### src/rtl/piso_serializer_if.sv
// ---------------------------------------------------------------------------
// piso_serializer_if
//   Bundles the upstream word handshake and the serial-side outputs of the
//   nibble serializer so both travel as one port.
//
//   Signals
//     valid          upstream nibble d3..d0 is valid this cycle
//     d3..d0         parallel nibble, d3 is the MSB
//     ready          serializer accepts a word this cycle
//     sout           serial data bit
//     frame          high on every cycle sout carries a data bit
//     last           high with the final (4th) bit of a word
//     wordcnt[3:0]   completed-word count, wraps 15 -> 0
//
//   Modports
//     slave   the serializer itself (consumes the word, drives serial side)
//     master  the upstream register bank / link observer
// ---------------------------------------------------------------------------
interface piso_serializer_if;
    logic       valid;
    logic       d3;
    logic       d2;
    logic       d1;
    logic       d0;
    logic       ready;
    logic       sout;
    logic       frame;
    logic       last;
    logic [3:0] wordcnt;

    modport slave (
        input  valid,
        input  d3,
        input  d2,
        input  d1,
        input  d0,
        output ready,
        output sout,
        output frame,
        output last,
        output wordcnt
    );

    modport master (
        output valid,
        output d3,
        output d2,
        output d1,
        output d0,
        input  ready,
        input  sout,
        input  frame,
        input  last,
        input  wordcnt
    );
endinterface

### src/rtl/piso_serializer.sv
// ---------------------------------------------------------------------------
// piso_serializer
//   Parallel-in / serial-out stage fed by the 4-bit register bank. A nibble
//   is taken under a valid/ready handshake and shifted out one bit per clock
//   with frame/last strobes. A wrapping counter tracks completed words.
//
//   Parameters
//     MSB_FIRST  1: bit order d3,d2,d1,d0   0: d0,d1,d2,d3
//     GAP        idle cycles forced after each word (0..15); 0 permits
//                back-to-back words with no idle cycle between them
//
//   Ports
//     clock      single clock, everything updates on the rising edge
//     clear      synchronous active-low reset
//     bus        piso_serializer_if.slave (handshake + serial outputs)
//
//   Timing
//     A word accepted at edge k shows bit 0 on sout right after edge k;
//     bits 1..3 follow on the next three cycles. sout/frame/last/wordcnt
//     are registered; ready is decoded from the state registers only.
// ---------------------------------------------------------------------------
module piso_serializer #(
    parameter bit MSB_FIRST = 1'b1,
    parameter int GAP       = 0
) (
    input  logic              clock,
    input  logic              clear,
    piso_serializer_if.slave  bus
);

    // GAP is only meaningful in 0..15; the 4-bit gap counter is loaded with
    // GAP-1 when a word ends so that exactly GAP idle cycles elapse.
    localparam bit         GAP_NONE = (GAP == 0);
    localparam logic [3:0] GAP_LOAD = 4'(GAP - 1);

    typedef enum logic [1:0] {
        IDLE  = 2'd0,
        SHIFT = 2'd1,
        GAPW  = 2'd2
    } state_t;

    // ------------------------------------------------------------------
    // State and datapath registers
    // ------------------------------------------------------------------
    state_t     state_reg,   state_next;
    logic [3:0] word_reg,    word_next;
    logic [1:0] bitcnt_reg,  bitcnt_next;
    logic [3:0] gapcnt_reg,  gapcnt_next;
    logic [3:0] wordcnt_reg, wordcnt_next;
    logic       sout_reg,    sout_next;
    logic       frame_reg,   frame_next;
    logic       last_reg,    last_next;

    logic       ready;
    logic       accept;
    logic [3:0] word_in;

    // Bits of the word that will be held after this edge, already arranged
    // in transmit order: ordered_bits[n] is the n-th bit to go out.
    logic [3:0] ordered_bits;

    assign word_in = {bus.d3, bus.d2, bus.d1, bus.d0};

    genvar gi;
    generate
        for (gi = 0; gi < 4; gi++) begin : g_order
            if (MSB_FIRST) begin : g_msb
                assign ordered_bits[gi] = word_next[3 - gi];
            end else begin : g_lsb
                assign ordered_bits[gi] = word_next[gi];
            end
        end
    endgenerate

    // ------------------------------------------------------------------
    // Handshake: ready depends on state only. With GAP==0 the final bit
    // cycle also accepts, which is what makes back-to-back words seamless.
    // ------------------------------------------------------------------
    always_comb begin
        ready = 1'b0;
        case (state_reg)
            IDLE:    ready = 1'b1;
            SHIFT:   ready = GAP_NONE && (bitcnt_reg == 2'd3);
            default: ready = 1'b0;
        endcase
    end

    assign accept = bus.valid && ready;

    // ------------------------------------------------------------------
    // Next-state logic
    // ------------------------------------------------------------------
    always_comb begin
        state_next   = state_reg;
        word_next    = word_reg;
        bitcnt_next  = bitcnt_reg;
        gapcnt_next  = gapcnt_reg;
        wordcnt_next = wordcnt_reg;

        case (state_reg)
            IDLE: begin
                if (accept) begin
                    state_next  = SHIFT;
                    word_next   = word_in;
                    bitcnt_next = 2'd0;
                end
            end

            SHIFT: begin
                if (bitcnt_reg != 2'd3) begin
                    bitcnt_next = bitcnt_reg + 2'd1;
                end else begin
                    // Leaving the final bit: the word is complete.
                    wordcnt_next = wordcnt_reg + 4'd1;
                    if (accept) begin
                        state_next  = SHIFT;
                        word_next   = word_in;
                        bitcnt_next = 2'd0;
                    end else if (GAP_NONE) begin
                        state_next  = IDLE;
                    end else begin
                        state_next  = GAPW;
                        gapcnt_next = GAP_LOAD;
                    end
                end
            end

            GAPW: begin
                if (gapcnt_reg == 4'd0) begin
                    state_next = IDLE;
                end else begin
                    gapcnt_next = gapcnt_reg - 4'd1;
                end
            end

            default: begin
                state_next = IDLE;
            end
        endcase
    end

    // ------------------------------------------------------------------
    // Registered serial outputs are derived from the state being entered,
    // so bit 0 appears on sout in the cycle right after the accept edge.
    // ------------------------------------------------------------------
    always_comb begin
        sout_next  = 1'b0;
        frame_next = 1'b0;
        last_next  = 1'b0;
        if (state_next == SHIFT) begin
            sout_next  = ordered_bits[bitcnt_next];
            frame_next = 1'b1;
            last_next  = (bitcnt_next == 2'd3);
        end
    end

    // ------------------------------------------------------------------
    // State register; clear wins over every other activity, including a
    // word in flight, and the partial word is simply dropped.
    // ------------------------------------------------------------------
    always_ff @(posedge clock) begin
        if (!clear) begin
            state_reg   <= IDLE;
            word_reg    <= 4'd0;
            bitcnt_reg  <= 2'd0;
            gapcnt_reg  <= 4'd0;
            wordcnt_reg <= 4'd0;
            sout_reg    <= 1'b0;
            frame_reg   <= 1'b0;
            last_reg    <= 1'b0;
        end else begin
            state_reg   <= state_next;
            word_reg    <= word_next;
            bitcnt_reg  <= bitcnt_next;
            gapcnt_reg  <= gapcnt_next;
            wordcnt_reg <= wordcnt_next;
            sout_reg    <= sout_next;
            frame_reg   <= frame_next;
            last_reg    <= last_next;
        end
    end

    assign bus.ready   = ready;
    assign bus.sout    = sout_reg;
    assign bus.frame   = frame_reg;
    assign bus.last    = last_reg;
    assign bus.wordcnt = wordcnt_reg;

endmodule

### src/flat_wrapper.sv
// flat-port wrapper written by rule: the top's interface ports become plain ports
module piso_serializer_flat 
#(
    parameter bit MSB_FIRST = 1'b1,
    parameter int GAP       = 0
)
  (clock, clear, bus_valid, bus_d3, bus_d2, bus_d1, bus_d0, bus_ready, bus_sout, bus_frame, bus_last, bus_wordcnt);
  piso_serializer_if bus_i ();
  input  logic clock;
  input  logic clear;
  input wire logic [$bits(bus_i.valid)-1:0] bus_valid;
  input wire logic [$bits(bus_i.d3)-1:0] bus_d3;
  input wire logic [$bits(bus_i.d2)-1:0] bus_d2;
  input wire logic [$bits(bus_i.d1)-1:0] bus_d1;
  input wire logic [$bits(bus_i.d0)-1:0] bus_d0;
  output wire logic [$bits(bus_i.ready)-1:0] bus_ready;
  output wire logic [$bits(bus_i.sout)-1:0] bus_sout;
  output wire logic [$bits(bus_i.frame)-1:0] bus_frame;
  output wire logic [$bits(bus_i.last)-1:0] bus_last;
  output wire logic [$bits(bus_i.wordcnt)-1:0] bus_wordcnt;
  assign bus_i.valid = bus_valid;
  assign bus_i.d3 = bus_d3;
  assign bus_i.d2 = bus_d2;
  assign bus_i.d1 = bus_d1;
  assign bus_i.d0 = bus_d0;
  assign bus_ready = bus_i.ready;
  assign bus_sout = bus_i.sout;
  assign bus_frame = bus_i.frame;
  assign bus_last = bus_i.last;
  assign bus_wordcnt = bus_i.wordcnt;
  piso_serializer #(.MSB_FIRST(MSB_FIRST), .GAP(GAP)) u_core (.clock(clock), .clear(clear), .bus(bus_i));
endmodule
### config.mk
export PLATFORM = sky130hd
export DESIGN_NAME = piso_serializer_flat
export DESIGN_NICKNAME = d
export VERILOG_FILES = /design/src/rtl/piso_serializer_if.sv /design/src/rtl/piso_serializer.sv /design/src/flat_wrapper.sv
export SDC_FILE = /design/constraint.sdc
export NUM_CORES = 1
export LEC_CHECK = 0
export ABC_AREA = 1
export BUFFER_PORTS_ARGS = -buffer_cell sky130_fd_sc_hd__buf_2
export CORE_UTILIZATION = 23
export CTS_CLUSTER_DIAMETER = 100
export DETAILED_ROUTE_END_ITERATION = 12
export PLACE_DENSITY = 0.43
export RECOVER_POWER = 25
export REMOVE_ABC_BUFFERS = 1
export SYNTH_ARGS = -nofsm -noshare
export SYNTH_HDL_FRONTEND = slang
export SYNTH_SLANG_ARGS = --single-unit
export TNS_END_PERCENT = 30
### constraint.sdc
create_clock -name clock -period 4 [get_ports clock]
set_clock_uncertainty 0.1 [all_clocks]
set_input_delay 0.2 -clock clock [delete_from_list [all_inputs] [get_ports clock]]
set_output_delay 0.2 -clock clock [all_outputs]
set_load 0.005 [all_outputs]
==> metrics.txt, run 1 <==
result of the run complete, no violations; internal power about 0.25 mW; count of placed standard cells including taps approximately 170; number of global-route vias before repair 711; final setup TNS 0 ps; Switching Share 26.7%; largest family of logic cells by synthesized area simple AND/OR/NAND/NOR gates; Row Count 21; layout overhead on the synthesized area 17.6%; Total Power Consumption ~0.34 mW; 1st-pass router iterations 4; DRT antenna net count 0; maximum number of pins on one net before global-route repair 13; Hold Vio Cnt, Final 0; Max Slew Vio Count 0; simple-gate share of the synthesized area between 30% and 40%; level count of the clock H-tree 1; Final HPWL DP ~1300 um; category of the critical setup timing path reg2reg; launch point of the worst reg-to-reg path u_core.bitcnt_reg[0]; part of the total power dissipated in the clock network 29.5%; sequential group share of total power 59.1%; combined area of all synthesized cells 832 um2; path type of the worst min-delay path in2reg; endpoint type of the worst setup path flop; Hold-fix buffers, CTS 0; post-layout instance count excluding filler cells around 180; overall die height 62.1 um; Routed wire per std cell around 9.4 um; clock tree from TritonCTS yes; transition at the pin with the smallest max-transition slack approximately 370 ps; mux share of post-synthesis cell area 0%; crit share post-route 38.9%; Worst Path Arrival 1670 ps; Worst slew margin approximately three quarters; leakage power summed over all cells 0.462 nW; per-cell via count in the routed design 4.11; reg2reg setup slack roughly 2400 ps; number of gates given a new drive strength after cts 0; Worst IR Drop VDD ~0.19 mV; post-synthesis cell count 115; clock-pin slew on the worst setup and hold paths ~120 ps; post-synthesis compound-gate area fraction between 8 and 9%; core area approximately 3400 um2; worst path required time 4110 ps; first-pass GRT wire length 3020 um; worst r2r path cells 8; total CTS buffers 3; total via count after detailed routing roughly 730; total routing usage reported by global routing under 10%; maximum clock insertion buffer count 2; post-synthesis sequential area ratio a little under half; last weighted congestion value of the routability-driven placer between 0.7 and 0.8; Pwr per Cell Area 346 nW/um2; flip-flop and latch count after synthesis 19; setup-violating endpoint count in the final report 0; Worst Path Max Fanout 6; worst flop-to-flop path endpoint u_core.bus.sout; initial standard-cell utilization of the core between 20% and 30%; initial drt markers 16; Die Footprint 3860 um2; PortBufs 14; fraction of the mapped netlist area in adder cells 4.51%; clock latency of the later-clocked register in the worst-skew pair 300 ps; final worst path period need about 1600 ps; RSZ-0062 raised after global routing no; ports placed on the boundary 15; Highest Clock Rate ~640 MHz; share of layout cells above drive strength 1 ~17%; reported max-cap violation count 0; antenna violations before repair 0; Root Driver sky130_fd_sc_hd__clkbuf_4; wire length reported by the detailed router about 1700 um; width of the die 62.1 um; reported net switching power between 0.09 and 0.1 mW; setup fix buffers added after clock tree synthesis 0; share of power burned in combinational logic 11.4%; grt total ovfl 0; n_diodes 0; CP Launch Type flop; drc violations 0; capture point of the critical path u_core.bus.sout; Final #Nets between 100 and 150; average instance area after synthesis around 7.2 um2; Critical Path Start u_core.bitcnt_reg[0]; Yosys warnings 0; sinks on the clock net 19; Post-Synth XOR/XNOR Area under 10%; number of distinct standard cells referenced by the synthesized netlist 18
[cell usage in the layout, fill, tap and decap left out, types with 4 or more instances in the layout]
cell,instances
sky130_fd_sc_hd__buf_2,12
sky130_fd_sc_hd__dfxtp_1,19
sky130_fd_sc_hd__nand2_1,26
sky130_fd_sc_hd__nor2_1,16
sky130_fd_sc_hd__a21oi_1,6
sky130_fd_sc_hd__nand3_1,8
sky130_fd_sc_hd__inv_1,14
sky130_fd_sc_hd__o21ai_1,4
[synth_stat cells, drive strengths merged]
library cell	instances	area (um2)
a21oi	6	30.0
clkbuf	1	3.75
clkinv	1	3.75
dfxtp	19	380
ha	3	37.5
inv	17	63.8
nand2	27	106
nand3	8	40.0
nand3b	3	22.5
nor2	19	78.8
nor3	2	10.0
o21a	1	7.51
o21ai	6	30.0
xor2	2	17.5
[area by class of cell]
type | count | area (um2)
timing repair buffer | 14 | 67.6
sequential | 19 | 380
inverter | 18 | 67.6
tap | 46 | 57.6
fill | 372 | 2410
multi-input combinational | 77 | 378
clock buffer | 3 | 22.5
clock inverter | 1 | 5.00
[power by group through the flow]
stage / Sequential, mW / Clock [mW] / Combinational, mW
finish: 0.200 / 0.0999 / 0.0386
global route: 0.201 / 0.114 / 0.0464
CTS: 0.200 / 0.107 / 0.0397
detailed placement: 0.204 / 0 / 0.0394
global placement: 0.204 / 0 / 0.0386
floorplan: 0.204 / 0 / 0.0259
[stage by stage]
stage | area (um2) | utilization, % | hold slack, ps | worst slack [ps]
2_1_floorplan | 828 | - | 218 | 2650
3_3_place_gp | 956 | 28.2 | 338 | 2500
3_5_place_dp | 956 | 28.2 | 343 | 2460
4_1_cts | 983 | 29.0 | 79.3 | 2420
5_1_grt | 978 | 28.9 | 87.6 | 2200
6_report | 978 | 28.9 | 82.9 | 2450
[critical path: stages (launching register included)]
cell and delay, ps:
sky130_fd_sc_hd__dfxtp_1 410, sky130_fd_sc_hd__ha_1 200, sky130_fd_sc_hd__inv_2 60, sky130_fd_sc_hd__nand2_2 110, sky130_fd_sc_hd__nand2_1 130, sky130_fd_sc_hd__o21ai_0 250, sky130_fd_sc_hd__nand2_1 80, sky130_fd_sc_hd__nand3_1 70
sky130_fd_sc_hd__a21oi_1 60
[logic make-up after synthesis]
logic type | count (synthesis)
compound gates | 13
xor+xnor | 2
fa+ha+maj | 3
buf+inv | 19
flops | 19
simple gates | 59
[worst min-delay path by stage]
stage | start | to | slack (ps) | cells after the start
after floorplan | clear | u_core.gapcnt_reg[0] | 220 | 1
after global placement | u_core.bus.wordcnt[3] | u_core.bus.wordcnt[3] | 340 | 1
after detailed placement | u_core.bus.wordcnt[3] | u_core.bus.wordcnt[3] | 340 | 1
after CTS | clear | u_core.bus.wordcnt[2] | 80 | 3
after global routing | clear | u_core.bus.wordcnt[2] | 90 | 3
final | clear | u_core.bus.wordcnt[2] | 80 | 3
[per-layer routing]
| layer | wire length, um | global-route usage, % |
|---|---|---|
| met5 | 0 | 0 |
| met4 | 18 | 2.62 |
| met3 | 94 | 3.86 |
| met2 | 728 | 16.6 |
| met1 | 828 | 11.6 |
Power figures use the tool's default switching activity.
==> run 2, diff against run 1 <==
- ABC_AREA: 1 -> 0
- clock period: 4 -> 1.6 ns (I/O delays scaled with it)
==> metrics.txt, run 2 <==
result of the run finished with violations (was complete, no violations); violations in the final reports hold timing, setup timing; reported max-cap violation count 0 (unchanged); post-synthesis sequential area ratio 43.9% (was 45.7%); ranking of synthesized cells by area sky130_fd_sc_hd__dfxtp_1 (44%), sky130_fd_sc_hd__and2_1 (5.8%), sky130_fd_sc_hd__xnor2_1 (5.1%) (was sky130_fd_sc_hd__dfxtp_1 (46%), sky130_fd_sc_hd__nand2_1 (11%), sky130_fd_sc_hd__nor2_1 (7.2%)); Final #Nets 120 (was 143); Highest Clock Rate 624 MHz (was 643 MHz); width of the die 63.4 um (was 62.1 um); critical path cell sequence ha_4 > and2b_4 > o21ai_4 > a32oi_4 > mux2i_1 > o22ai_1 (was ha_1 > inv_2 > nand2_2 > nand2_1 > o21ai_0 > nand2_1 > nand3_1 > a21oi_1); clock-pin slew on the worst setup and hold paths 70 ps (was 120 ps); total via count after detailed routing 638 (was 731); clock latency of the later-clocked register in the worst-skew pair 250 ps (was 300 ps); Row Count 21 (unchanged); number of distinct standard cells referenced by the synthesized netlist 29 (was 18); endpoint type of the worst setup path flop (unchanged); setup-violating endpoint count in the final report 1 (was 0); initial standard-cell utilization of the core 25.0% (was 24.5%); grt total ovfl 0 (unchanged); Yosys warnings 0 (unchanged); Root Driver sky130_fd_sc_hd__clkbuf_8 (was sky130_fd_sc_hd__clkbuf_4); Worst IR Drop VDD 0.381 mV (was 0.187 mV); count of placed standard cells including taps 148 (was 174); library cell contributing the largest single delay on the critical path sky130_fd_sc_hd__dfxtp_2 (was sky130_fd_sc_hd__dfxtp_1); flip-flop and latch count after synthesis 19 (unchanged); overall die height 63.4 um (was 62.1 um); 1st-pass router iterations 4 (unchanged); per-cell via count in the routed design 4.12 (was 4.11); maximum single-stage delay on the critical path 340 ps (was 410 ps); clock tree from TritonCTS yes (unchanged); worst path required time 1640 ps (was 4110 ps); biggest area consumer among synthesized cells sky130_fd_sc_hd__dfxtp_1 (unchanged); post-synthesis cell count 87 (was 115); category of the critical setup timing path reg2reg (unchanged); layout overhead on the synthesized area 26.4% (was 17.6%); initial drt markers 35 (was 16); transition at the pin with the smallest max-transition slack 237 ps (was 367 ps); number of enable-type register cells in the synthesized netlist 0 (unchanged); ports placed on the boundary 15 (unchanged); Max Slew Vio Count 0 (unchanged); Worst slew margin 84.2% (was 75.5%); Critical Path Start u_core.bitcnt_reg[0] (unchanged); path type of the worst min-delay path in2reg (unchanged); Worst Path Max Fanout 4 (was 6); kind of cell adding the most delay to the critical path compound AO/OA/AOI/OAI gates (was flip-flops); top post-synthesis cells by count sky130_fd_sc_hd__dfxtp_1 (19), sky130_fd_sc_hd__nand2_1 (11), sky130_fd_sc_hd__and2_1 (8), sky130_fd_sc_hd__nand3_1 (5), sky130_fd_sc_hd__xnor2_1 (5) (was sky130_fd_sc_hd__nand2_1 (25), sky130_fd_sc_hd__dfxtp_1 (19), sky130_fd_sc_hd__nor2_1 (16), sky130_fd_sc_hd__inv_1 (14), sky130_fd_sc_hd__nand3_1 (8)); DRT antenna net count 0 (unchanged); wire length reported by the detailed router 1520 um (was 1670 um); last weighted congestion value of the routability-driven placer 0.758 (was 0.781); Hold Vio Cnt, Final 1 (was 0); Die Footprint 4020 um2 (was 3860 um2); drc violations 0 (unchanged); RSZ-0062 raised after global routing yes (was no); crit share post-route 100% (was 38.9%); most frequent cells in the layout sky130_fd_sc_hd__dfxtp_1 (17), sky130_fd_sc_hd__buf_2 (14), sky130_fd_sc_hd__nand2_1 (11) (was sky130_fd_sc_hd__nand2_1 (26), sky130_fd_sc_hd__dfxtp_1 (19), sky130_fd_sc_hd__nor2_1 (16)); maximum number of pins on one net before global-route repair 17 (was 13); final cell area excluding filler cells 1100 um2 (was 978 um2); area after detailed placement 1000 um2 (was 956 um2); most common cell after layout, fill and taps aside sky130_fd_sc_hd__dfxtp_1 (was sky130_fd_sc_hd__nand2_1); Pwr per Cell Area 841 nW/um2 (was 346 nW/um2); Total Power Consumption 0.921 mW (was 0.339 mW); Routed wire per std cell 9.78 um (was 9.38 um); combined area of all synthesized cells 867 um2 (was 832 um2); Post-Route Hold Slack -0.443 ps (was 82.9 ps); post-layout instance count excluding filler cells 155 (was 178); average instance area after synthesis 9.97 um2 (was 7.24 um2); number of global-route vias before repair 608 (was 711); level count of the clock H-tree 1 (unchanged); filler cell count 404 (was 372); n_diodes 0 (unchanged); FFs w/ async S/R, synth 0% (unchanged); final worst path period need 1600 ps (was 1550 ps); dpl ws -47.8 ps (was 2460 ps); PortBufs 14 (unchanged); minimum setup slack in the final design -1.70 ps (was 2450 ps); total routing usage reported by global routing 9.10% (was 9.85%); Buf+Inv Stages, Crit Path 0 (was 1); core area 3470 um2 (was 3390 um2); launch point of the worst reg-to-reg path u_core.bitcnt_reg[0] (unchanged); maximum clock insertion buffer count 2 (unchanged); area share of the leading cell type in the synthesized netlist 43.9% (was 45.7%); cell with the most instances after synthesis sky130_fd_sc_hd__dfxtp_1 (was sky130_fd_sc_hd__nand2_1); CP Launch Type flop (unchanged); top_reg_cell synth sky130_fd_sc_hd__dfxtp_1 (unchanged); end-of-flow core utilization 31.6% (was 28.9%); sinks on the clock net 19 (unchanged); total CTS buffers 3 (unchanged); share of layout cells above drive strength 1 28.4% (was 17.4%); Worst Path Arrival 1640 ps (was 1670 ps); leakage power summed over all cells 0.477 nW (was 0.462 nW); first-pass GRT wire length 2750 um (was 3020 um); startpoint of the most critical hold path bus_d1 (was clear); Final HPWL DP 1120 um (was 1270 um); antenna violations before repair 0 (unchanged)
run 2: cell count changes after synthesis, moves of 4 or more:
| cell | previous run | this run |
|---|---|---|
| sky130_fd_sc_hd__nand2_1 | 25 | 11 |
| sky130_fd_sc_hd__mux2i_1 | 0 | 4 |
| sky130_fd_sc_hd__a21oi_1 | 6 | 0 |
| sky130_fd_sc_hd__o21ai_1 | 4 | 0 |
| sky130_fd_sc_hd__inv_1 | 14 | 2 |
| sky130_fd_sc_hd__and2_1 | 0 | 8 |
| sky130_fd_sc_hd__nor2_1 | 16 | 3 |
| sky130_fd_sc_hd__xnor2_1 | 0 | 5 |
run 2: worst min-delay path: stages:
cell,delay [ps]
sky130_fd_sc_hd__buf_2,90
sky130_fd_sc_hd__nand3_1,70
sky130_fd_sc_hd__a21boi_0,70
run 2: layout make-up:
type,instances,area (um2),share of cell area (%)
inverters,3,13.8,1.26
flip-flops and latches,19,383,34.9
clock buffers,4,45.0,4.11
well taps,46,57.6,5.25
repair buffers,21,128,11.6
multi-input cells,62,469,42.8
run 2: what timing repair did:
item | 4_1_cts | 5_1_grt
setup endpoints to repair | 2 | 2
endpoints found under the hold margin | 2 | 0
pin swaps | 2 | 2
gates resized for setup | 5 | 1
setup buffers | 1 | 0
hold buffers | 2 | 0
run 2: path summary, 6_finish.rpt:
path / to / depth (start not counted) / slack (ps)
hold reg to reg: u_core.word_reg[0] / 2 / 370
setup reg to reg: u_core.bus.sout / 6 / -2
hold / removal: u_core.word_reg[1] / 3 / -0.4
setup / recovery: u_core.bus.sout / 6 / -2
run 2: logic make-up (layout without fill, tap and decap cells):
family	after synthesis	in the layout	synth area share, %
buffers and inverters	6	28	4.33
muxes	4	4	4.62
and+or+nand+nor	38	38	23.1
AOI/OAI and AO/OA	11	11	13.7
adders and majority gates	3	3	4.33
xor gates and xnor gates	6	6	6.06
DFF	19	19	43.9
run 2: stage by stage:
step	TNS [ps]	hold WS [ps]
2_1_floorplan	0	102
4_1_cts	-42.8	0.234
3_5_place_dp	-47.8	251
5_1_grt	-88.7	6.15
6_report	-1.70	-0.443
3_3_place_gp	0	251
run 2: layer usage:
metal	global-route usage [%]	vias to the layer above	wire length, um
met4	4.26	0	29
met5	0	-	0
met1	11.6	287	803
met2	13.0	14	609
li1	-	335	-
met3	3.99	2	73
run 2: power by group:
group	internal [mW]	switching [mW]
Clock	0.177	0.153
Combinational	0.0502	0.0463
Sequential	0.487	0.00812
==> run 3, diff against run 2 <==
- CORE_UTILIZATION: 23 -> 50
- PLACE_DENSITY: 0.43 -> 0.75
==> metrics.txt, run 3 (same netlist as run 2, synthesis figures left out) <==
Buf+Inv Stages, Crit Path 0 (unchanged); RSZ-0062 raised after global routing yes (unchanged); last weighted congestion value of the routability-driven placer 0.771 (was 0.758); 1st-pass router iterations 8 (was 4); final worst path period need 1580 ps (was 1600 ps); transition at the pin with the smallest max-transition slack 240 ps (was 237 ps); Max Slew Vio Count 0 (unchanged); maximum number of pins on one net before global-route repair 17 (unchanged); result of the run finished with violations (unchanged); first-pass GRT wire length 2700 um (was 2750 um); Worst Path Max Fanout 3 (was 4); grt total ovfl 0 (unchanged); Crit path depth 6 (unchanged); share of layout cells above drive strength 1 26.1% (was 28.4%); number of stages on the worst hold path 2 (was 3); Highest Clock Rate 633 MHz (was 624 MHz); initial standard-cell utilization of the core 55.6% (was 25.0%); Final HPWL DP 1060 um (was 1120 um); total via count after detailed routing 679 (was 638); Total Power Consumption 0.839 mW (was 0.921 mW); layout overhead on the synthesized area 22.4% (was 26.4%); reg2reg setup slack 20 ps (was -2 ps); crit share post-route 98.8% (was 100%); maximum single-stage delay on the critical path 350 ps (was 340 ps); critical path cell sequence ha_4 > and2b_4 > o21ai_4 > a32oi_4 > mux2i_1 > o22ai_1 (unchanged); per-cell via count in the routed design 5.35 (was 4.12); endpoint type of the worst setup path flop (unchanged); most common cell after layout, fill and taps aside sky130_fd_sc_hd__dfxtp_1 (unchanged); total routing usage reported by global routing 19.3% (was 9.10%); category of the critical setup timing path reg2reg (unchanged); most frequent cells in the layout sky130_fd_sc_hd__dfxtp_1 (17), sky130_fd_sc_hd__buf_2 (12), sky130_fd_sc_hd__nand2_1 (11) (was sky130_fd_sc_hd__dfxtp_1 (17), sky130_fd_sc_hd__buf_2 (14), sky130_fd_sc_hd__nand2_1 (11)); Post-Route Hold Slack 33.3 ps (was -0.443 ps); Worst Path Arrival 1680 ps (was 1640 ps); Row Count 14 (was 21); ports placed on the boundary 15 (unchanged); initial drt markers 16 (was 35); sinks on the clock net 19 (unchanged); Routed wire per std cell 12.3 um (was 9.78 um); n_diodes 0 (unchanged); overall die height 43.6 um (was 63.4 um); worst path required time 1690 ps (was 1640 ps); drc violations 1 (was 0); end-of-flow core utilization 68.1% (was 31.6%); width of the die 43.6 um (was 63.4 um); DRT antenna net count 0 (unchanged); CP Launch Type flop (unchanged); library cell contributing the largest single delay on the critical path sky130_fd_sc_hd__dfxtp_2 (unchanged); Final #Nets 122 (was 120); filler cell count 128 (was 404); PortBufs 14 (unchanged); antenna violations before repair 0 (unchanged); core area 1560 um2 (was 3470 um2); maximum clock insertion buffer count 2 (unchanged); worst r2r path cells 6 (unchanged); clock-pin slew on the worst setup and hold paths 100 ps (was 70 ps); Root Driver sky130_fd_sc_hd__clkbuf_4 (was sky130_fd_sc_hd__clkbuf_8); wire length reported by the detailed router 1560 um (was 1520 um); level count of the clock H-tree 1 (unchanged); Pwr per Cell Area 791 nW/um2 (was 841 nW/um2); reported max-cap violation count 0 (unchanged); number of global-route vias before repair 666 (was 608); clock latency of the later-clocked register in the worst-skew pair 290 ps (was 250 ps); clock tree from TritonCTS yes (unchanged); final setup TNS 0 ps (was -1.70 ps); total CTS buffers 3 (unchanged); Die Footprint 1900 um2 (was 4020 um2); path type of the worst min-delay path in2reg (unchanged); leakage power summed over all cells 0.471 nW (was 0.477 nW); setup-violating endpoint count in the final report 0 (was 1); violations in the final reports DRC (was hold timing, setup timing); Worst slew margin 83.9% (was 84.2%); kind of cell adding the most delay to the critical path compound AO/OA/AOI/OAI gates (unchanged); Worst IR Drop VDD 0.450 mV (was 0.381 mV); Hold Vio Cnt, Final 0 (was 1)
## run 3: worst register-to-register path, stage by stage (launching register included)
cell and delay (ps):
sky130_fd_sc_hd__dfxtp_2 350, sky130_fd_sc_hd__ha_4 160, sky130_fd_sc_hd__and2b_4 290, sky130_fd_sc_hd__o21ai_4 70, sky130_fd_sc_hd__a32oi_4 200, sky130_fd_sc_hd__mux2i_1 230, sky130_fd_sc_hd__o22ai_1 80
## run 3: final cells by class
class | instances | area [um2] | area share (%)
multi-input combinational | 62 | 469 | 44.2
tap | 16 | 20.0 | 1.89
timing repair buffer | 23 | 149 | 14.0
sequential | 19 | 383 | 36.1
clock buffer | 4 | 26.3 | 2.48
inverter | 3 | 13.8 | 1.30
## run 3: timing repair
action                                 4_1_cts  5_1_grt
endpoints found under the hold margin        4        0
gates cloned                                 0        0
gates resized for setup                      7        0
setup endpoints to repair                    2        3
buffers inserted                             1        0
pin swaps                                    1        1
hold buffers                                 4        0
## run 3: stage by stage
stage | instances | worst slack (ps) | area, um2
after floorplan | 84 | 39.8 | 843
after global routing | 127 | -84.0 | 1060
after CTS | 127 | -8.86 | 1060
after global placement | 118 | 58.6 | 963
after detailed placement | 118 | -5.66 | 963
final | 127 | 19.0 | 1060
## run 3: worst paths after layout
kind	startpoint	to
worst max-delay path	u_core.bitcnt_reg[0]	u_core.bus.sout
worst min-delay path	clear	u_core.gapcnt_reg[1]
worst max register to register	u_core.bitcnt_reg[0]	u_core.bus.sout
worst min register to register	u_core.word_reg[2]	u_core.word_reg[2]
## run 3: power by group
part / internal (mW) / switching, mW / leakage [nW] / total (mW)
Sequential: 0.487 / 0.00822 / 0.155 / 0.495
Combinational: 0.0543 / 0.0506 / 0.300 / 0.105
Clock: 0.0971 / 0.142 / 0.0150 / 0.239
## run 3: routing by layer
metal / track usage [%] / vias to the layer above / routed length, um
met4: 7.50 / 0 / 23
met3: 2.50 / 4 / 66
met2: 35.8 / 25 / 759
met5: 0 / - / 0
met1: 22.0 / 310 / 714
li1: - / 340 / -
